## config.mk

```make
export PLATFORM = sky130hd
export DESIGN_NAME = multiword_adder_ctrl
export DESIGN_NICKNAME = d
export VERILOG_FILES = /design/src/rtl/multiword_adder_ctrl.sv
export SDC_FILE = /design/constraint.sdc
export NUM_CORES = 1
export LEC_CHECK = 0
export BUFFER_PORTS_ARGS = -buffer_cell sky130_fd_sc_hd__buf_2
export CORE_MARGIN = 5
export CORE_UTILIZATION = 53
export DETAILED_ROUTE_END_ITERATION = 10
export GPL_TIMING_DRIVEN = 1
export PLACE_DENSITY = 0.85
export SLEW_MARGIN = 20
export SYNTH_ARGS = -nofsm -noshare
export SYNTH_HDL_FRONTEND = slang
export SYNTH_SLANG_ARGS = --single-unit
export TNS_END_PERCENT = 30
```

## constraint.sdc

```tcl
create_clock -name clk_i -period 16.05 [get_ports clk_i]
set_clock_uncertainty 0.2 [all_clocks]
set_input_delay 3.21 -clock clk_i [delete_from_list [all_inputs] [get_ports clk_i]]
set_output_delay 3.21 -clock clk_i [all_outputs]
set_load 0.01 [all_outputs]
```

## src/rtl/multiword_adder_ctrl.sv

```systemverilog
// Multi-cycle wide adder: adds two WORDS*LENGTH-bit operands one LENGTH-bit slice per cycle, LSB slice first.
// Optional macro MULTIWORD_ADDER_CTRL_CIN_EN adds a carry_i input sampled with the operands.

module multiword_adder_ctrl_rca #(
  parameter int unsigned N = 16
) (
  input  logic [N-1:0] a,
  input  logic [N-1:0] b,
  output logic [N-1:0] sum,
  output logic         cout
);
  logic [N:0] c;

  always_comb begin
    c    = '0;
    sum  = '0;
    for (int i = 0; i < int'(N); i++) begin
      sum[i]  = a[i] ^ b[i] ^ c[i];
      c[i+1]  = (a[i] & b[i]) | (c[i] & (a[i] ^ b[i]));
    end
    cout = c[N];
  end
endmodule

// Handshakes: a transfer happens on a rising edge where valid and ready are both high;
// start_ready_o is high only in IDLE, done_valid_o only in DONE, and sum_o/carry_o are held while done_valid_o=1.
module multiword_adder_ctrl #(
  parameter int unsigned LENGTH = 16,
  parameter int unsigned WORDS  = 4
) (
  input  logic                      clk_i,
  input  logic                      rst_ni,
  input  logic                      start_valid_i,
  output logic                      start_ready_o,
  input  logic [WORDS*LENGTH-1:0]   a_i,
  input  logic [WORDS*LENGTH-1:0]   b_i,
`ifdef MULTIWORD_ADDER_CTRL_CIN_EN
  input  logic                      carry_i,
`endif
  output logic [WORDS*LENGTH-1:0]   sum_o,
  output logic                      carry_o,
  output logic                      done_valid_o,
  input  logic                      done_ready_i,
  output logic                      busy_o,
  output logic [1:0]                dbg_state_o
);
  localparam int unsigned W     = WORDS * LENGTH;
  localparam int unsigned IDX_W = (WORDS > 1) ? $clog2(WORDS) : 1;

  typedef enum logic [1:0] {
    IDLE = 2'd0,
    RUN  = 2'd1,
    DONE = 2'd2
  } state_t;

  state_t             state_q, state_d;
  logic [IDX_W-1:0]   idx_q;
  logic               carry_q;
  logic               carry_out_q;
  logic [W-1:0]       a_q, b_q, sum_q;
  logic               carry_init;
  logic               accept, last_slice;

  logic [LENGTH-1:0]  a_slice, b_slice, part_sum, slice_sum;
  logic               c_first, c_second, slice_carry;

`ifdef MULTIWORD_ADDER_CTRL_CIN_EN
  assign carry_init = carry_i;
`else
  assign carry_init = 1'b0;
`endif

  assign accept     = (state_q == IDLE) && start_valid_i;
  assign last_slice = (idx_q == IDX_W'(WORDS - 1));

  always_comb begin
    a_slice = '0;
    b_slice = '0;
    for (int i = 0; i < int'(WORDS); i++) begin
      if (idx_q == IDX_W'(i)) begin
        a_slice = a_q[i*LENGTH +: LENGTH];
        b_slice = b_q[i*LENGTH +: LENGTH];
      end
    end
  end

  multiword_adder_ctrl_rca #(.N(LENGTH)) u_add_ab (
    .a    (a_slice),
    .b    (b_slice),
    .sum  (part_sum),
    .cout (c_first)
  );

  // The partial sum can only overflow again when the first add did not, so OR is exact.
  multiword_adder_ctrl_rca #(.N(LENGTH)) u_add_c (
    .a    (part_sum),
    .b    (LENGTH'(carry_q)),
    .sum  (slice_sum),
    .cout (c_second)
  );

  assign slice_carry = c_first | c_second;

  always_ff @(posedge clk_i or negedge rst_ni) begin
    if (!rst_ni) begin
      state_q <= IDLE;
    end else begin
      state_q <= state_d;
    end
  end

  always_comb begin
    state_d       = state_q;
    start_ready_o = 1'b0;
    busy_o        = 1'b0;
    done_valid_o  = 1'b0;
    unique case (state_q)
      IDLE: begin
        start_ready_o = 1'b1;
        if (start_valid_i) state_d = RUN;
      end
      RUN: begin
        busy_o = 1'b1;
        if (last_slice) state_d = DONE;
      end
      DONE: begin
        done_valid_o = 1'b1;
        if (done_ready_i) state_d = IDLE;
      end
      default: state_d = IDLE;
    endcase
  end

  always_ff @(posedge clk_i or negedge rst_ni) begin
    if (!rst_ni) begin
      idx_q       <= '0;
      carry_q     <= 1'b0;
      carry_out_q <= 1'b0;
      a_q         <= '0;
      b_q         <= '0;
      sum_q       <= '0;
    end else if (accept) begin
      a_q     <= a_i;
      b_q     <= b_i;
      sum_q   <= '0;
      idx_q   <= '0;
      carry_q <= carry_init;
    end else if (state_q == RUN) begin
      for (int i = 0; i < int'(WORDS); i++) begin
        if (idx_q == IDX_W'(i)) sum_q[i*LENGTH +: LENGTH] <= slice_sum;
      end
      carry_q <= slice_carry;
      if (last_slice) begin
        carry_out_q <= slice_carry;
      end else begin
        idx_q <= idx_q + IDX_W'(1);
      end
    end
  end

  assign sum_o       = sum_q;
  assign carry_o     = carry_out_q;
  assign dbg_state_o = state_q;
endmodule
```

# --- Yosys cells after proc, flatten, opt, wreduce, memory -nomap -nowiden ---
# Index checks and enable logic that the tools add are counted.
classes:
  add_sub_neg: 1
  eq_ne: 9
  mux: 26
  n_bitwise: 111
  n_reduce_logical: 15
op_table:
  columns: ["op", "n"]
  rows:
  - ["2-to-1 mux 16 bit", 12]
  - ["2-to-1 mux 64 bit", 2]
  - ["AND 1 bit", 47]
  - ["XOR 1 bit", 47]
  - ["bitwise OR 1 bit", 16]
  - ["2-to-1 mux 2 bit", 6]
  - ["AND reduction 2 bit", 5]
  - ["nonzero test 2 bit", 5]
  - ["inequality test 2 bit (second input constant)", 4]
  - ["== test 2 bit (second input constant)", 3]
  - ["case mux 2 bit (3 select lines)", 1]
  - ["AND reduction 3 bit", 2]
  - ["2-to-1 mux 1 bit", 5]
  - ["== test 2 x 1 -> 1 bit (second input constant)", 2]
  - ["zero test 2 bit", 2]
  - ["adder 2 x 1 -> 2 bit (second input constant)", 1]
  - ["logical AND 1 bit", 1]
  - ["NOT 1 bit", 1]
word_totals:
  register_bits: 198
  inputBits: 132
  output_inout_bits: 70
  word_cells: 172

# --- Logic depth before layout (Yosys ltp) ---
depth:
  depth_word: 39
  depth_mapped: 29
  depth_no_buf: 28

# --- Hierarchy ---
# Synthesis repeated with hierarchy kept, for this count alone.
unflattened:
  cells_unflattened: 777
  area_unflattened_um2: 9643.0
modules_own_cells:
  columns: ["mod", "instances", "cells_per_inst", "area_each_um2", "seq_area_each_um2"]
  rows:
  - ["multiword_adder_ctrl", 1, 725, 8942.3, 4954.8]
  - ["multiword_adder_ctrl_rca", 2, 26, 350.3, 0.0]

# --- Least setup slack after synthesis ---
# Ideal clock, no wire load.
synth_path:
  path_type: "register to register"
  start: "register idx_q[0]"
  end: "register sum_q[63], in the netlist sum_o[63]"
  setup_ns: 0.131
  arrival_ns: 8.649
  required_ns: 15.719
  slack_ns: 7.070
  path_stages_with_launch: 29
  n_path_buf: 2
  synth_period_minus_slack_ns: 8.980
  cell_sequence: "dfrtp_1 ha_1 clkbuf_1 nor2_1 clkbuf_1 a31oi_1 ha_1 fa_1 fa_1 fa_1 fa_1 fa_1 fa_1 fa_1 fa_1 fa_1 fa_1 fa_1 fa_1 inv_1 fa_1 inv_1 fa_1 inv_1 fa_1 inv_1 ha_1 nand2b_1 o211ai_1"
synth_between:
  elab_chain_len: 39
  word_cells_on_any_way: 107
  classes_between: "3 x eq/ne; 11 x mux; 90 x bitwise; 3 x reduce/logical"
synth_lines:
  columns: ["item", "line", "rtl"]
  rows:
  - ["from (decl)", "57", "logic [IDX_W-1:0] idx_q;"]
  - ["from (signal assigned)", "156", "idx_q <= idx_q + IDX_W'(1);"]
  - ["zero test 2 bit", "80", "if (idx_q == IDX_W'(i)) begin"]
  - ["2-to-1 mux 16 bit (4 in series)", "80", null]
  - ["AND 1 bit or XOR 1 bit (tied branches)", "19, 18", null]
  - ["AND 1 bit", "19", "c[i+1] = (a[i] & b[i]) | (c[i] & (a[i] ^ b[i]));"]
  - ["bitwise OR 1 bit", "19", null]
  - ["AND 1 bit", "19", null]
  - ["bitwise OR 1 bit", "19", null]
  - ["AND 1 bit", "19", null]
  - ["[... 19 more ...]", null, null]
  - ["AND 1 bit", "19", null]
  - ["bitwise OR 1 bit", "19", null]
  - ["AND 1 bit", "19", null]
  - ["bitwise OR 1 bit", "19", null]
  - ["XOR 1 bit (2 in series)", "18", "sum[i] = a[i] ^ b[i] ^ c[i];"]
  - ["2-to-1 mux 16 bit", "150", "if (idx_q == IDX_W'(i)) sum_q[i*LENGTH +: LENGTH] <= slice_sum;"]
  - ["2-to-1 mux 64 bit", "148", "end else if (state_q == RUN) begin"]
  - ["2-to-1 mux 64 bit", "142", "end else if (accept) begin"]
  - ["to (signal, indexed assignment)", "150", null]
  - ["to (decl)", "60", "logic [W-1:0] a_q, b_q, sum_q;"]
# Parallel ways exist; a longest one is shown, timed or not. The select of a mux whose other input is x is not followed.
# A chain may end at the register's enable or synchronous reset.

# --- Worst setup path after layout ---
layout_path:
  start: "register idx_q[1]"
  end: "register sum_q[63], in the netlist sum_o[63]"
# The elaborated chain is that of the path after synthesis.

==> flow_summary.ini <==
[cts]
h-tree-depth = 4
cts_root_buffer = clkbuf_16
cts_hold_buf = 0
clk_pin_slew_ns = 0.07
clockBufferDepth = 2
cts_tree = done
post_cts_resize_count = 0
numClockSinks = 198
numCtsBuffers = 17
clk_latency_ns = 0.44
post_cts_buffers = 0

[critical_path]
required_ns = 16.14
path_max_fanout = 35
critPathKind = flip-flop to flip-flop
crit_buf_inv = 6
r2r_start = idx_q[1]$_DFFE_PN0P_
r2r_end = sum_o[63]$_DFFE_PN0P_
crit_family = adder cells
cp-start-kind = flip-flop
arrival_ns = 9.73
slowest_delay_ns = 0.53
rr_worst_depth = 28
cp_slowest_cell = ha_2
r2r_slack_ns = 6.41
end_kind = flip-flop
cpMostUsedCell = fa_1

[timing]
setup_viol = 0
timing.fmax_mhz = 104
grt_setup_unrepaired = no
setup_tns_ns = 0
tightest_slew_ns = 1.02
finalHoldViolations = 0
period_needed_ns = 9.64
finalMaxSlewViolations = 0
finalCritPeriodShare_pct = 60.0
slew_headroom_pct = 32.2

[cells_and_area]
final_cell_mix = buf_2, dfrtp_1, nand2_1
fin_util_pct = 62.9
nets = 1139
finalNonFillerCells = 1213
n_antenna_cell = 0
area_growth_pct = 16.8
final_common_cell = buf_2
drive_above_1_share_pct = 38.4
design_area_um2 = 11300

[power]
switchingPower_w = 0.00133
p_sw_share_pct = 44.9
power_frac_comb_pct = 55.5
power.total_w = 0.00296
intPower_w = 0.00163
p_leak_nw = 5.28
seqPwrFrac_pct = 30.8
max-vdd-ir-drop_mv = 0.196
cellPowerDensity_nw_per_um2 = 262
clockPowerShare_pct = 13.8

[floorplan]
ios = 202
core_area_um2 = 18000
die_height_um = 145
design.die.area_um2 = 21100
floorplan.initialDensity_pct = 53.9
row_count = 49
die_width_um = 145

[place]
dp_hpwl_um = 18200
place_inst = 1181
place_congestion = 0.827
place.port_buffers = 201
placed_cell_area_um2 = 10700

[logic_synthesis]
synth_top_area_share_pct = 51.2
ys_seq_elements = 198
syn_area_per_cell_um2 = 12.2
syn-instance-count = 796
async_flop_share_pct = 100
synth_area_um2 = 9680
synth_area_leaders = dfrtp_1, mux2_4, nand2_1
ys_warn_count = 0
ys_seq_area_share_pct = 51.2
synth_fp_nets = 964
synth_cell_types = 28
synth_top_area_cell = dfrtp_1
synth_flop_cell = dfrtp_1
synth_edf_count = 0

[detailed_routing]
drt-pass1-iter-count = 5
drt-initial-drc-count = 513
final_antenna_net_count = 0
drc = 0
vias = 7052
routed_wl_um = 25400
via_per_inst = 5.81
wl_per_cell_um = 21.0

[global_routing]
antenna_found_initial = 0
grt_max_degree = 118
grtUsageTotal_pct = 23.9
grt_pass1_wl_um = 40100
grt-ovfl-total = 0
first_global_vias = 7216

[worst_hold_path]
hold_path.class = flip-flop to flip-flop
hp-start = a_q[57]$_DFFE_PN0P_
min_path_cells = 1
min_to = a_q[57]$_DFFE_PN0P_

[status]
status = finished, final reports clean

[flow_run]
maxCapViolCount = 0
==> per-layer routing <==
metal	global-route usage (%)	part of all wire, %	up-vias
li1	-	-	3159
met5	0	0	-
met4	7.74	2.6	0
met2	37.1	47	360
met1	32.7	41	3488
met3	6.89	9.2	45
==> synthesized netlist by cell type, types with 6 or more instances <==
library cell,count
nand2b_1,18
nand3b_1,28
buf_2,13
o211ai_1,70
o22ai_1,28
clkbuf_1,33
a31oi_1,28
buf_8,9
mux2_4,87
ha_1,21
dfrtp_1,198
mux2_2,41
inv_1,10
nand2_1,172
nor2b_1,6
fa_1,15
==> through the flow <==
| stage | worst slack, ns | hold WS, ns |
|---|---|---|
| after global routing | 5.89 | 0.327 |
| final | 6.41 | 0.318 |
| after detailed placement | 6.42 | 0.297 |
| after CTS | 6.39 | 0.319 |
| after floorplan | 7.07 | 0.281 |
| after global placement | 6.66 | 0.291 |
==> how the worst max path moves through the flow <==
stage,depth (start not counted),to,start
floorplan,28,sum_o[63]$_DFFE_PN0P_,idx_q[0]$_DFFE_PN0P_
global placement,28,sum_o[63]$_DFFE_PN0P_,idx_q[1]$_DFFE_PN0P_
detailed placement,28,sum_o[63]$_DFFE_PN0P_,idx_q[1]$_DFFE_PN0P_
CTS,28,sum_o[63]$_DFFE_PN0P_,idx_q[1]$_DFFE_PN0P_
global route,28,sum_o[63]$_DFFE_PN0P_,idx_q[1]$_DFFE_PN0P_
finish,28,sum_o[63]$_DFFE_PN0P_,idx_q[1]$_DFFE_PN0P_
==> state kept, by name, indices dropped and copies added, names as in the netlist <==
name,cells
dbg_state_o,2
idx_q,2
b_q,64
a_q,64
carry_q,1
carry_o,1
sum_o,64
==> kinds of logic after synthesis <==
family / Yosys count / share of synthesized area, %
xor+xnor: 1 / 0.0905
flops: 198 / 51.2
fa+ha+maj: 36 / 5.82
simple gates: 231 / 10.8
mux: 128 / 18.3
buf+inv: 68 / 4.09
compound gates: 134 / 9.74
==> worst register-to-register path: cells and delay by family (launching register included) <==
family                     cells  cell delay (ns)
adders and majority gates     18             7.54
buffers and inverters          6             0.81
DFF                            1             0.42
and+or+nand+nor                2             0.32
AOI/OAI and AO/OA              2             0.22
==> power by group through the flow <==
stage / combinational [W] / clock (W) / sequential, W
final: 0.00164 / 0.000408 / 0.000912
after global routing: 0.00181 / 0.000432 / 0.000933
after CTS: 0.00164 / 0.000412 / 0.000909
after detailed placement: 0.00163 / 0 / 0.000912
after global placement: 0.00157 / 0 / 0.000904
after floorplan: 0.00113 / 0 / 0.000867
==> layout make-up <==
class,count,area [um2]
inverters,10,37.5
well taps,229,287
clock inverters,13,120
clock buffers,19,443
flip-flops and latches,198,4950
fillers,1317,6660
repair buffers,214,1120
multi-input cells,530,4340
Note: power is estimated with default switching activity, not from simulation.
